## src/rtl/pin_verifier_multi.sv

```systemverilog
// pin_verifier_multi: checks a submitted PIN against the master PIN, or the
// factory PIN until a master has been written, then scans the user slots at
// one slot per cycle. Each verification ends in one single-cycle pulse:
// res_master, res_user or res_fail.
// Optional build macro: PIN_LOCKOUT_EN adds the failed-attempt lockout.
// Ports:
//   clk, rst            clock; asynchronous active-high reset
//   pin_valid           submission strobe; a rising edge starts one check
//   pin_digits          submitted PIN, digit 1 in the MSBs
//   master_pin          stored master PIN
//   user_pins, user_en  user slots (slot 0 in the LSBs) and their enables
//   master_written      pulse: a new master PIN has been stored
//   busy                verification in progress or result held
//   res_fail/user/master  result pulses
//   user_idx            index of the matching slot, valid with res_user
//   need_master_update  factory mode is active
//   locked, fail_cnt    lockout status and consecutive-failure count
module pin_verifier_multi #(
    parameter int DIGITS      = 4,
    parameter int DIGIT_W     = 4,
    parameter int N_PINS      = 4,
    parameter logic [DIGITS*DIGIT_W-1:0] FACTORY_PIN = 16'h1234,
    parameter int MAX_FAILS   = 3,
    parameter int LOCK_CYCLES = 1000,
    localparam int PIN_W = DIGITS * DIGIT_W,
    localparam int IDX_W = (N_PINS > 1) ? $clog2(N_PINS) : 1,
    localparam int FC_W  = $clog2(MAX_FAILS + 1)
) (
    input  logic                    clk,
    input  logic                    rst,
    input  logic                    pin_valid,
    input  logic [PIN_W-1:0]        pin_digits,
    input  logic [PIN_W-1:0]        master_pin,
    input  logic [N_PINS*PIN_W-1:0] user_pins,
    input  logic [N_PINS-1:0]       user_en,
    input  logic                    master_written,
    output logic                    busy,
    output logic                    res_fail,
    output logic                    res_user,
    output logic                    res_master,
    output logic [IDX_W-1:0]        user_idx,
    output logic                    need_master_update,
    output logic                    locked,
    output logic [FC_W-1:0]         fail_cnt
);

    localparam logic [IDX_W-1:0] LAST_IDX = IDX_W'(N_PINS - 1);

    typedef enum logic [2:0] {
        IDLE, CHK_MASTER, SCAN, DONE, LOCK
    } state_t;

    state_t            state_q, state_d;
    logic              prev_q, prev_d;
    logic [PIN_W-1:0]  cap_q, cap_d;
    logic [IDX_W-1:0]  idx_q, idx_d;
    logic              busy_q, busy_d;
    logic              res_fail_q, res_fail_d;
    logic              res_user_q, res_user_d;
    logic              res_master_q, res_master_d;
    logic [IDX_W-1:0]  user_idx_q, user_idx_d;
    logic              need_mu_q, need_mu_d;

    logic [PIN_W-1:0]  slot [N_PINS];
    logic [PIN_W-1:0]  master_ref;
    logic              slot_hit;

`ifdef PIN_LOCKOUT_EN
    localparam int TM_W = $clog2(LOCK_CYCLES + 1);
    logic [FC_W-1:0]   fc_q, fc_d, fc_inc;
    logic              locked_q, locked_d;
    logic [TM_W-1:0]   timer_q, timer_d;
`endif

    always_comb begin
        for (int i = 0; i < N_PINS; i++) begin
            slot[i] = user_pins[i*PIN_W +: PIN_W];
        end
    end

    // The factory PIN stands in for the master until one has been written.
    assign master_ref = need_mu_q ? FACTORY_PIN : master_pin;
    // A disabled slot still takes its cycle, so latency ignores user_en.
    assign slot_hit   = user_en[idx_q] && (slot[idx_q] == cap_q);

    always_comb begin
        state_d      = state_q;
        prev_d       = pin_valid;
        cap_d        = cap_q;
        idx_d        = idx_q;
        res_fail_d   = 1'b0;
        res_user_d   = 1'b0;
        res_master_d = 1'b0;
        user_idx_d   = user_idx_q;
        need_mu_d    = master_written ? 1'b0 : need_mu_q;
`ifdef PIN_LOCKOUT_EN
        fc_d         = fc_q;
        locked_d     = locked_q;
        timer_d      = timer_q;
        fc_inc       = (fc_q == FC_W'(MAX_FAILS)) ? fc_q : fc_q + 1'b1;
`endif
        case (state_q)
            IDLE: begin
                if (pin_valid && !prev_q) begin
                    cap_d   = pin_digits;
                    state_d = CHK_MASTER;
                end
            end
            CHK_MASTER: begin
                if (cap_q == master_ref) begin
                    res_master_d = 1'b1;
`ifdef PIN_LOCKOUT_EN
                    fc_d         = '0;
`endif
                    state_d      = DONE;
                end else begin
                    idx_d   = '0;
                    state_d = SCAN;
                end
            end
            SCAN: begin
                if (slot_hit) begin
                    res_user_d = 1'b1;
                    user_idx_d = idx_q;
`ifdef PIN_LOCKOUT_EN
                    fc_d       = '0;
`endif
                    state_d    = DONE;
                end else if (idx_q == LAST_IDX) begin
                    res_fail_d = 1'b1;
                    state_d    = DONE;
`ifdef PIN_LOCKOUT_EN
                    fc_d       = fc_inc;
                    if (fc_inc == FC_W'(MAX_FAILS)) begin
                        locked_d = 1'b1;
                        timer_d  = TM_W'(LOCK_CYCLES);
                        state_d  = LOCK;
                    end
`endif
                end else begin
                    idx_d = idx_q + 1'b1;
                end
            end
            DONE: begin
                if (!pin_valid) begin
                    state_d = IDLE;
                end
            end
            LOCK: begin
`ifdef PIN_LOCKOUT_EN
                if (timer_q <= TM_W'(1)) begin
                    locked_d = 1'b0;
                    fc_d     = '0;
                    state_d  = DONE;
                end else begin
                    timer_d = timer_q - 1'b1;
                end
`else
                state_d = IDLE;
`endif
            end
            default: state_d = IDLE;
        endcase
        busy_d = (state_d != IDLE);
    end

    // prev_q resets high so a strobe held through reset cannot trigger.
    always_ff @(posedge clk or posedge rst) begin
        if (rst) begin
            state_q      <= IDLE;
            prev_q       <= 1'b1;
            cap_q        <= '0;
            idx_q        <= '0;
            busy_q       <= 1'b0;
            res_fail_q   <= 1'b0;
            res_user_q   <= 1'b0;
            res_master_q <= 1'b0;
            user_idx_q   <= '0;
            need_mu_q    <= 1'b1;
`ifdef PIN_LOCKOUT_EN
            fc_q         <= '0;
            locked_q     <= 1'b0;
            timer_q      <= '0;
`endif
        end else begin
            state_q      <= state_d;
            prev_q       <= prev_d;
            cap_q        <= cap_d;
            idx_q        <= idx_d;
            busy_q       <= busy_d;
            res_fail_q   <= res_fail_d;
            res_user_q   <= res_user_d;
            res_master_q <= res_master_d;
            user_idx_q   <= user_idx_d;
            need_mu_q    <= need_mu_d;
`ifdef PIN_LOCKOUT_EN
            fc_q         <= fc_d;
            locked_q     <= locked_d;
            timer_q      <= timer_d;
`endif
        end
    end

    assign busy               = busy_q;
    assign res_fail           = res_fail_q;
    assign res_user           = res_user_q;
    assign res_master         = res_master_q;
    assign user_idx           = user_idx_q;
    assign need_master_update = need_mu_q;
`ifdef PIN_LOCKOUT_EN
    assign locked             = locked_q;
    assign fail_cnt           = fc_q;
`else
    assign locked             = 1'b0;
    assign fail_cnt           = '0;
`endif

endmodule

```

## config.mk

```make
export PLATFORM = sky130hd
export DESIGN_NAME = pin_verifier_multi
export DESIGN_NICKNAME = d
export VERILOG_FILES = /design/src/rtl/pin_verifier_multi.sv
export SDC_FILE = /design/constraint.sdc
export NUM_CORES = 1
export LEC_CHECK = 0
export ABC_CLOCK_PERIOD_IN_PS = 3200
export BUFFER_PORTS_ARGS = -buffer_cell sky130_fd_sc_hd__buf_2
export CORE_MARGIN = 8
export CORE_UTILIZATION = 47
export CTS_CLUSTER_SIZE = 30
export DETAILED_ROUTE_END_ITERATION = 10
export PLACE_DENSITY = 0.81
export SETUP_SLACK_MARGIN = 0.15
export SYNTH_ARGS = -nofsm -noshare
export SYNTH_HDL_FRONTEND = slang
export SYNTH_SLANG_ARGS = --single-unit
```

## constraint.sdc

```tcl
create_clock -name clk -period 3.2 [get_ports clk]
set_input_delay 0.16 -clock clk [delete_from_list [all_inputs] [get_ports clk]]
set_output_delay 0.16 -clock clk [all_outputs]
set_load 0.02 [all_outputs]
```

After elaboration in Yosys (flattened, before gate mapping)
Cells that the tools add are included.
- add/subtract/negate cells: 1
- magnitude comparators: 2
- eq/ne operators: 9
- mux-type cells: 23
- bitwise operators: 1
- reduce and logical (&&, ||, !) cells: 9
- operators with widths (kind ; count):
    16-bit 2-to-1 mux ; 3
    16-bit binary-select mux with 2-bit select ; 1
    16-bit == test ; 2
    3-bit 2-to-1 mux ; 4
    3-bit one-hot mux with 4 select lines ; 1
    1-bit 2-to-1 mux ; 9
    3-bit by 2-bit == test with 1-bit output, second input constant ; 2
    2-bit 2-to-1 mux ; 3
    2-bit inequality test, second input constant ; 3
    2-bit one-hot mux with 2 select lines ; 1
    2-bit AND reduction ; 2
    4-bit AND reduction ; 1
    3-bit by 1-bit == test with 1-bit output, second input constant ; 1
    3-bit greater-or-equal comparator, second input constant ; 1
    3-bit logical NOT ; 1
    2-bit by 3-bit less-than comparator with 1-bit output, second input constant ; 1
    2-bit inverter with 3-bit output ; 1
    3-bit nonzero test ; 1
    2-bit by 1-bit adder with 2-bit output, second input constant ; 1
    1-bit binary-select mux with 2-bit select ; 1
    2-bit == test, second input constant ; 1
    1-bit logical AND ; 2
    2-bit nonzero test ; 1
    1-bit logical NOT ; 1
- flip-flop bits (word level): 29
- output and inout bits: 10
- logic and storage cells: 55

Longest topological paths before layout
Gate-level depths: netlist of run 1.
- depth in word-level cells: 9
- gate-level depth with buffers: 10

Worst setup path after synthesis of run 1
No wires, ideal clock.
- path type: reg-to-reg
- start: register idx_q[1]
- end: register idx_q[0]
- arrival time: 2.413 ns
- data required time: 3.075 ns
- path slack: 0.662 ns
- stages on the path, launching flop included: 9
- path buffers: 1
- path through: dfrtp_1 buf_6 mux2_4 a222oi_1 nor4b_4 a21oi_1 or4_4 nor3b_1 mux2_4
- cells in the longest elaborated chain, start to end: 8
- elaborated cells on any way between the ends: 12
- those cells by class: eq/ne: 4; mux: 5; bitwise: 1; reduce/logical: 2
- ends and longest elaborated chain (item ; RTL line ; source):
    from (decl) ; 56 ; logic [IDX_W-1:0] idx_q, idx_d;
    from (signal assigned) ; 189 ; idx_q <= idx_d;
    2-bit inverter with 3-bit output (implied by the code) ; 84 ; assign slot_hit = user_en[idx_q] && (slot[idx_q] == cap_q);
    16-bit binary-select mux with 2-bit select ; 84 ;
    16-bit 2-to-1 mux (implied by the code) (2 in series) ; 84 ;
    16-bit == test ; 84 ;
    1-bit logical AND ; 84 ;
    2-bit inequality test (no source line) ; -- ;
    4-bit AND reduction (no source line) * ; -- ;
Mark *: on every way between the ends. The rest lies on a longest branch, timed or not. The select of a mux whose other input is x is not followed.
A chain may end at the register's enable or synchronous reset.

Worst setup path after layout of run 1
Same ends and word-level chain as after synthesis.

==> results of run 1 <==
## cells in the final DEF, fill, tap and decap left out, types with 3 or more instances in the layout
cell type    n
buf_2      110
dfrtp_1     26
mux2i_1     25
xnor2_1     19
nor2_1      16
mux2_2      15
nand2_1     14
o21ai_0     13
inv_1       11
nor3_1       7
clkbuf_8     7
a21oi_1      6
mux4_2       6
buf_4        6
nor4bb_1     5
o22ai_1      4
o32ai_1      4
a31oi_1      4
conb_1       4
nand2b_1     3
o2111ai_1    3
nand3_1      3
nand4_1      3
## synth_stat cells, types with 2 or more instances
master,instances,area [um2]
nor4bb_1,5,50.05
a222oi_1,2,20.02
nor2_1,16,60.06
xor2_1,2,17.52
nand2_1,14,52.55
nand3_1,3,15.01
inv_1,11,41.29
mux2_2,15,168.9
a21o_1,2,15.01
buf_4,6,45.04
dfrtp_1,27,675.7
mux2i_1,25,250.2
o2111ai_1,3,26.28
a21oi_1,6,30.03
mux4_2,6,135.1
nor3_1,7,35.03
o21ai_0,13,65.06
or4_1,2,15.01
xnor2_1,19,166.4
o22ai_1,4,25.02
o32ai_1,4,35.03
nand4_1,3,18.77
a31oi_1,4,25.02
nand2b_1,3,18.77
dfstp_2,2,52.55
and3_1,2,12.51
clkbuf_1,7,26.28
mux2_4,2,30.03
and4b_1,2,20.02
## critical path, stage by stage, from the launching register on
cell	delay [ns]
dfrtp_2	0.58
buf_4	0.28
mux2i_1	0.28
o22ai_1	0.17
nor4b_4	0.34
a21oi_1	0.11
or4_4	0.56
nor3b_1	0.18
mux2_4	0.27
## power by group through the flow
stage	Sequential [W]	Combinational [W]	Clock, W
2_1_floorplan	0.000498	0.000777	0
3_3_place_gp	0.000575	0.000869	0
3_5_place_dp	0.000581	0.000885	0
4_1_cts	0.000574	0.000892	0.000336
5_1_grt	0.000591	0.000971	0.000354
6_report	0.000573	0.000888	0.000330
## sequential cells by signal, summed over array words and instances, names as in the netlist, 2 cells and up
name      cells
idx_q         2
state_q       3
cap_q        16
user_idx      2
## cell type report
class | instances | area share [%]
well taps | 70 | 2.836
flip-flops and latches | 29 | 23.62
clock buffers | 7 | 3.120
repair buffers | 118 | 19.94
clock inverters | 1 | 0.1621
inverters | 11 | 1.337
multi-input cells | 188 | 48.99
## per-layer routing
| metal | vias to the layer above | part of all wire [%] |
|---|---|---|
| li1 | 1118 | - |
| met4 | 0 | 2.3 |
| met5 | - | 0 |
| met2 | 113 | 50 |
| met1 | 1094 | 40 |
| met3 | 18 | 7.7 |
## cell families after synthesis
| logic type | count (synthesis) | share of synthesized area (%) |
|---|---|---|
| other | 1 | 0.1577 |
| AOI/OAI and AO/OA | 48 | 14.10 |
| DFF | 29 | 30.62 |
| xor gates and xnor gates | 21 | 7.733 |
| buffers and inverters | 27 | 6.260 |
| adders and majority gates | 1 | 0.5260 |
| and+or+nand+nor | 66 | 16.04 |
| muxes | 48 | 24.57 |
## per-stage QoR
stage,area (um2),hold WS [ns],total power [W],setup WS [ns],instances
2_1_floorplan,2390,0.1645,0.001276,0.6616,244
3_3_place_gp,2967,0.2512,0.001443,0.4373,414
3_5_place_dp,2967,0.2486,0.001466,0.3768,414
4_1_cts,3088,0.006415,0.001802,0.3511,424
5_1_grt,3088,0.004143,0.001916,0.2155,424
6_report,3088,0.01586,0.001791,0.3272,424
## worst paths after layout
check | startpoint | to | cells after the start
hold / removal | pin_valid | prev_q | 1
min in group asynchronous | rst | state_q[1] | 4
max in group asynchronous | rst | need_master_update | 4
setup / recovery | idx_q[1] | idx_q[0] | 8
hold reg to reg | user_idx[0] | user_idx[0] | 1
setup reg to reg | idx_q[1] | idx_q[0] | 8
==> run metrics, run 1 <==
status complete, no violations; fmax 348.1 MHz; FFs w/ async S/R, synth 100.0%; busiest grt layer met2; # hold bufs at CTS 2; Num Clock Sinks 29; later-pin clock latency in the skew report approximately 0.28 ns; Syn Std Cell Area 2379 um2; vias in the first global route 2543; critical path data required time around 3.4 ns; Routed Antenna Nets 0; cell count after synthesis 241; met1 usage 23.43%; Internal Power 0.001108 W; Crit. End Element flip-flop; chip width 87.14 um; Worst Setup Start Kind flip-flop; storage element area 729.5 um2; crit path DAT 3.03 ns; Initial Utilization approximately 47%; # port buffers 110; leakage power 1.398 nW; Slew Limit Headroom 42.49%; Tmin final 2.873 ns; RSZ-0062 raised after global routing false; FP Rows 26; Post-CTS Setup Repair Bufs 0; GPL Wtd Cong 0.9681; crit-path max FO 15; IO Pins 114; first-pass GRT wire length 11930 um; register area share after synthesis 30.62%; number of antenna violations at the first check in global routing 0; share of cells above drive strength 1 43.79%; # nets final 458; Resize count post-CTS 0; vias approximately 2.3k; Net Sw Frac 38.11%; Worst Path Class, Setup flip-flop to flip-flop; grt total ovfl 0; WL final 7418 um; clock root cell clkbuf_8; drt pass-1 iters 4; drt initial violations approximately 150; Comb pwr share 49.6%; largest net degree at the start of global routing 30; Avg Inst Size Synth around 9.9 um2; DR vias/cell 5.526; TNS Setup 0 ns; Max Slew Vio Count 0; clock share of power 18.4%; clk buf depth 2; WL/cell 17.50 um; Least-Margin Pin Slew ~0.86 ns; Die Area 7593 um2; maximum VDD drop around 0.3 mV; # fillers 468; EDFF count, synth 0; met2 usage 33.93%; worst min path class input port to flip-flop; Final Cycle Share 89.78%; Warnings, synthesis 0; ANT cells 0; Reg clk slew, reported paths 0.06 ns; Final setup viols 0; Most used DFF post-synth dfrtp_1; DRC 0; final hold violations 0; DIE HEIGHT roughly 87 um; post-synthesis cell type count 53; PwrDens approximately 580 nW/um2; Yosys reg bits 29; hpwl dp roughly 6200 um; met3 Track Usage GR 4.906%; multi-input logic area 1513 um2; max cap viols 0; Psw around 0.0007 W; Flop pwr share 32.0%; H-Tree Depth 2; total CTS buffers 5; Reg2Reg Setup Slack 0.33 ns; GR Util All Layers 19.94%; Worst Skew 0.005675 ns; core area roughly 5000 um2; CTS tree done; Post-Route Utilization 61.64%; Area Overhead vs Synth 29.83%
Note: power is estimated with default switching activity, not from simulation.
==> run 2, diff against run 1 <==
--- a/config.mk
+++ b/config.mk
@@ -5,13 +5,14 @@
 export SDC_FILE = /design/constraint.sdc
 export NUM_CORES = 1
 export LEC_CHECK = 0
+export ABC_AREA = 1
 export ABC_CLOCK_PERIOD_IN_PS = 3200
 export BUFFER_PORTS_ARGS = -buffer_cell sky130_fd_sc_hd__buf_2
 export CORE_MARGIN = 8
-export CORE_UTILIZATION = 47
+export CORE_UTILIZATION = 48
 export CTS_CLUSTER_SIZE = 30
 export DETAILED_ROUTE_END_ITERATION = 10
-export PLACE_DENSITY = 0.81
+export PLACE_DENSITY = 0.82
 export SETUP_SLACK_MARGIN = 0.15
 export SYNTH_ARGS = -nofsm -noshare
 export SYNTH_HDL_FRONTEND = slang
==> run metrics, run 2 <==
TNS Setup 0 ns (unchanged); CP Cell Sequence bufinv_8 > nand3_1 > nand2_1 > nand2_1 > nand2_1 > nor2_1 > nand2_1 > nor2_4 > nand4_4 > nand2_2 > nand2_1 > nand2_1 (was buf_4 > mux2i_1 > o22ai_1 > nor4b_4 > a21oi_1 > or4_4 > nor3b_1 > mux2_4); Reg clk slew, reported paths 0.07 ns (was 0.06 ns); crit-path max FO 21 (was 15); Avg Inst Size Synth 6.712 um2 (was 9.869 um2); Hold Path Stages 3 (was 1); Non-Filler Cell Area, Final 3103 um2 (was 3088 um2); Comb pwr share 28.5% (was 49.6%); Psw 0.0004057 W (was 0.0006824 W); core area 5042 um2 (was 5010 um2); maximum VDD drop 0.4372 mV (was 0.2925 mV); stages on the worst setup path 12 (was 8); Least-Margin Pin Slew 1.078 ns (was 0.8619 ns); GPL Wtd Cong 0.8726 (was 0.9681); H-Tree Depth 2 (unchanged); most frequent cells in the layout 147 x nand2_1, 110 x buf_2, 40 x nand3_1 (was 110 x buf_2, 26 x dfrtp_1, 25 x mux2i_1); CP delay by family, top simple AND/OR/NAND/NOR gates (unchanged); Max Slew Vio Count 0 (unchanged); EDFF count, synth 0 (unchanged); grt total ovfl 0 (unchanged); Die Area 7697 um2 (was 7593 um2); worst setup slack after layout 0.8788 ns (was 0.3272 ns); Net Sw Frac 31.53% (was 38.11%); Area Overhead vs Synth 25.63% (was 29.83%); CP startpoint idx_q[1] (unchanged); largest net degree at the start of global routing 37 (was 30); PwrDens 414.7 nW/um2 (was 579.9 nW/um2); final hold violations 0 (unchanged); Internal Power 0.0008811 W (was 0.001108 W); Num Clock Sinks 29 (unchanged); Warnings, synthesis 0 (unchanged); Syn Std Cell Area 2470 um2 (was 2379 um2); final total power 0.001287 W (was 0.001791 W); Reg2Reg Setup Slack 0.88 ns (was 0.33 ns); Synth top area share 27.36% (was 28.41%); Tmin final 2.321 ns (was 2.873 ns); GR Util All Layers 19.56% (was 19.94%); ANT cells 0 (unchanged); worst min path class input port to flip-flop (unchanged); status complete, no violations (unchanged); cell with the most instances after synthesis nand2_1 (was dfrtp_1); Flop pwr share 36.4% (was 32.0%); vias in the first global route 2706 (was 2543); DR vias/cell 4.971 (was 5.526); total CTS buffers 5 (unchanged); Worst Skew 0.009895 ns (was 0.005675 ns); clk buf depth 2 (unchanged); Top Registers cap_q: 16 flops, state_q: 3 flops (unchanged); critical path data required time 3.42 ns (was 3.36 ns); Crit. End Element flip-flop (unchanged); crit path capture idx_q[1] (was idx_q[0]); post-synthesis cell type count 30 (was 53); Place WS 0.9013 ns (was 0.3768 ns); later-pin clock latency in the skew report 0.28 ns (about the same); most common cell after layout, fill and taps aside nand2_1 (was buf_2); Top reg by flops cap_q (unchanged); hpwl dp 6033 um (was 6209 um); first-pass GRT wire length 11980 um (was 11930 um); DRC 0 (unchanged); Final Cycle Share 72.54% (was 89.78%); register area share after synthesis 29.48% (was 30.62%); Worst Path Class, Setup flip-flop to flip-flop (unchanged); most common cell type on the critical path nand2_1; worst r2r src idx_q[1] (unchanged); worst hold slack 0.08298 ns (was 0.01586 ns); Final setup viols 0 (unchanged); Reg2Reg Capture Point idx_q[1] (was idx_q[0]); number of flip-flops in the largest register 16 (unchanged); FP Rows 26 (unchanged); CP max-delay cell dfrtp_1 (was dfrtp_2); chip width 87.73 um (was 87.14 um); Buffers & Inverters on Critical Path 1 (unchanged); crit path DAT 2.54 ns (was 3.03 ns); drt pass-1 iters 4 (unchanged); fmax 430.8 MHz (was 348.1 MHz); IO Pins 114 (unchanged); CTS tree done (unchanged); Initial Utilization 48.98% (was 47.48%); number of antenna violations at the first check in global routing 0 (unchanged); Synth area leader dfrtp_1 (unchanged); FF-to-FF path depth 12 (was 8); max cap viols 0 (unchanged); clock share of power 35.1% (was 18.4%); WL final 7399 um (was 7418 um); vias 2709 (was 2343); # nets final 579 (was 458); Most used DFF post-synth dfrtp_1 (unchanged); Routed Antenna Nets 0 (unchanged); leakage power 1.763 nW (was 1.398 nW); RSZ-0062 raised after global routing false (unchanged); DIE HEIGHT 87.73 um (was 87.14 um); Slew Limit Headroom 28.07% (was 42.49%); # port buffers 110 (unchanged); Synth area leaders dfrtp_1 27%, nand2_1 22%, nand3_1 8.1%, nand3_2 5.3%, inv_1 3.8% (was dfrtp_1 28%, mux2i_1 11%, mux2_2 7.1%, xnor2_1 7.0%, mux4_2 5.7%); Resize count post-CTS 0 (unchanged); clock root cell clkbuf_8 (unchanged); WL/cell 13.58 um (was 17.50 um); drt initial violations 143 (was 148); Yosys reg bits 29 (unchanged); share of cells above drive strength 1 32.84% (was 43.79%); FFs w/ async S/R, synth 100.0% (unchanged); Worst Setup Start Kind flip-flop (unchanged); synth cell count leaders 147 x nand2_1, 40 x nand3_1, 27 x dfrtp_1 (was 27 x dfrtp_1, 25 x mux2i_1, 19 x xnor2_1); cell count after synthesis 368 (was 241); dpl cell area 2949 um2 (was 2967 um2); Largest stage delay, worst path 0.84 ns (was 0.58 ns)
[run 2: worst min-delay path by stage]
| stage | start | to | slack, ns |
|---|---|---|---|
| after detailed placement | master_written | need_master_update | 0.28 |
| after global placement | master_written | need_master_update | 0.28 |
| final | pin_digits[4] | cap_q[4] | 0.08 |
| after CTS | pin_digits[4] | cap_q[4] | 0.08 |
| after global routing | pin_digits[5] | cap_q[5] | 0.09 |
| after floorplan | pin_valid | prev_q | 0.16 |
[run 2: cell families after synthesis]
| family | Yosys count | synth area share, % |
|---|---|---|
| xor+xnor | 8 | 2.837 |
| other cells | 1 | 0.1518 |
| fa+ha+maj | 1 | 0.5065 |
| buf+inv | 46 | 12.82 |
| simple gates | 257 | 48.94 |
| compound gates | 26 | 5.268 |
| flops | 29 | 29.48 |
[run 2: cell type report]
type	count	area [um2]
multi-input combinational	296	1441
clock inverter	3	65.06
clock buffer	5	68.82
tap	70	87.58
timing repair buffer	114	585.6
sequential	29	728.2
inverter	28	126.4
fill	479	1939
[run 2: timing repair]
| action | 4_1_cts | 5_1_grt |
|---|---|---|
| buffers inserted | 0 | 0 |
| hold buffers | 2 | 0 |
| hold endpoints to repair | 2 | 0 |
[run 2: power by group through the flow]
stage	combinational [W]	clock [W]	sequential, W
after global routing	0.000421	0.000479	0.000476
after CTS	0.000367	0.000457	0.000469
after floorplan	0.000269	0	0.000453
final	0.000367	0.000451	0.000469
after global placement	0.000355	0	0.000473
after detailed placement	0.000363	0	0.000475
[run 2: worst register-to-register path: stages (launching register included)]
cell	delay (ns)
dfrtp_1	0.84
bufinv_8	0.36
nand3_1	0.12
nand2_1	0.07
nand2_1	0.06
nand2_1	0.05
nor2_1	0.10
nand2_1	0.10
nor2_4	0.13
nand4_4	0.16
nand2_2	0.12
nand2_1	0.06
nand2_1	0.10
[run 2: stage by stage]
stage                     util, %  instances
final                       61.54        545
after global routing        61.54        545
after detailed placement    58.49        535
after floorplan                 -        371
after CTS                   61.54        545
after global placement      58.49        535
[run 2: metal layers]
layer / up-vias / part of all wire [%] / track usage, %
li1: 1375 / - / -
met1: 1213 / 40 / 23.33
met2: 112 / 48 / 33.04
met3: 9 / 10 / 4.878
met4: 0 / 1.5 / 7.031
met5: - / 0 / 0
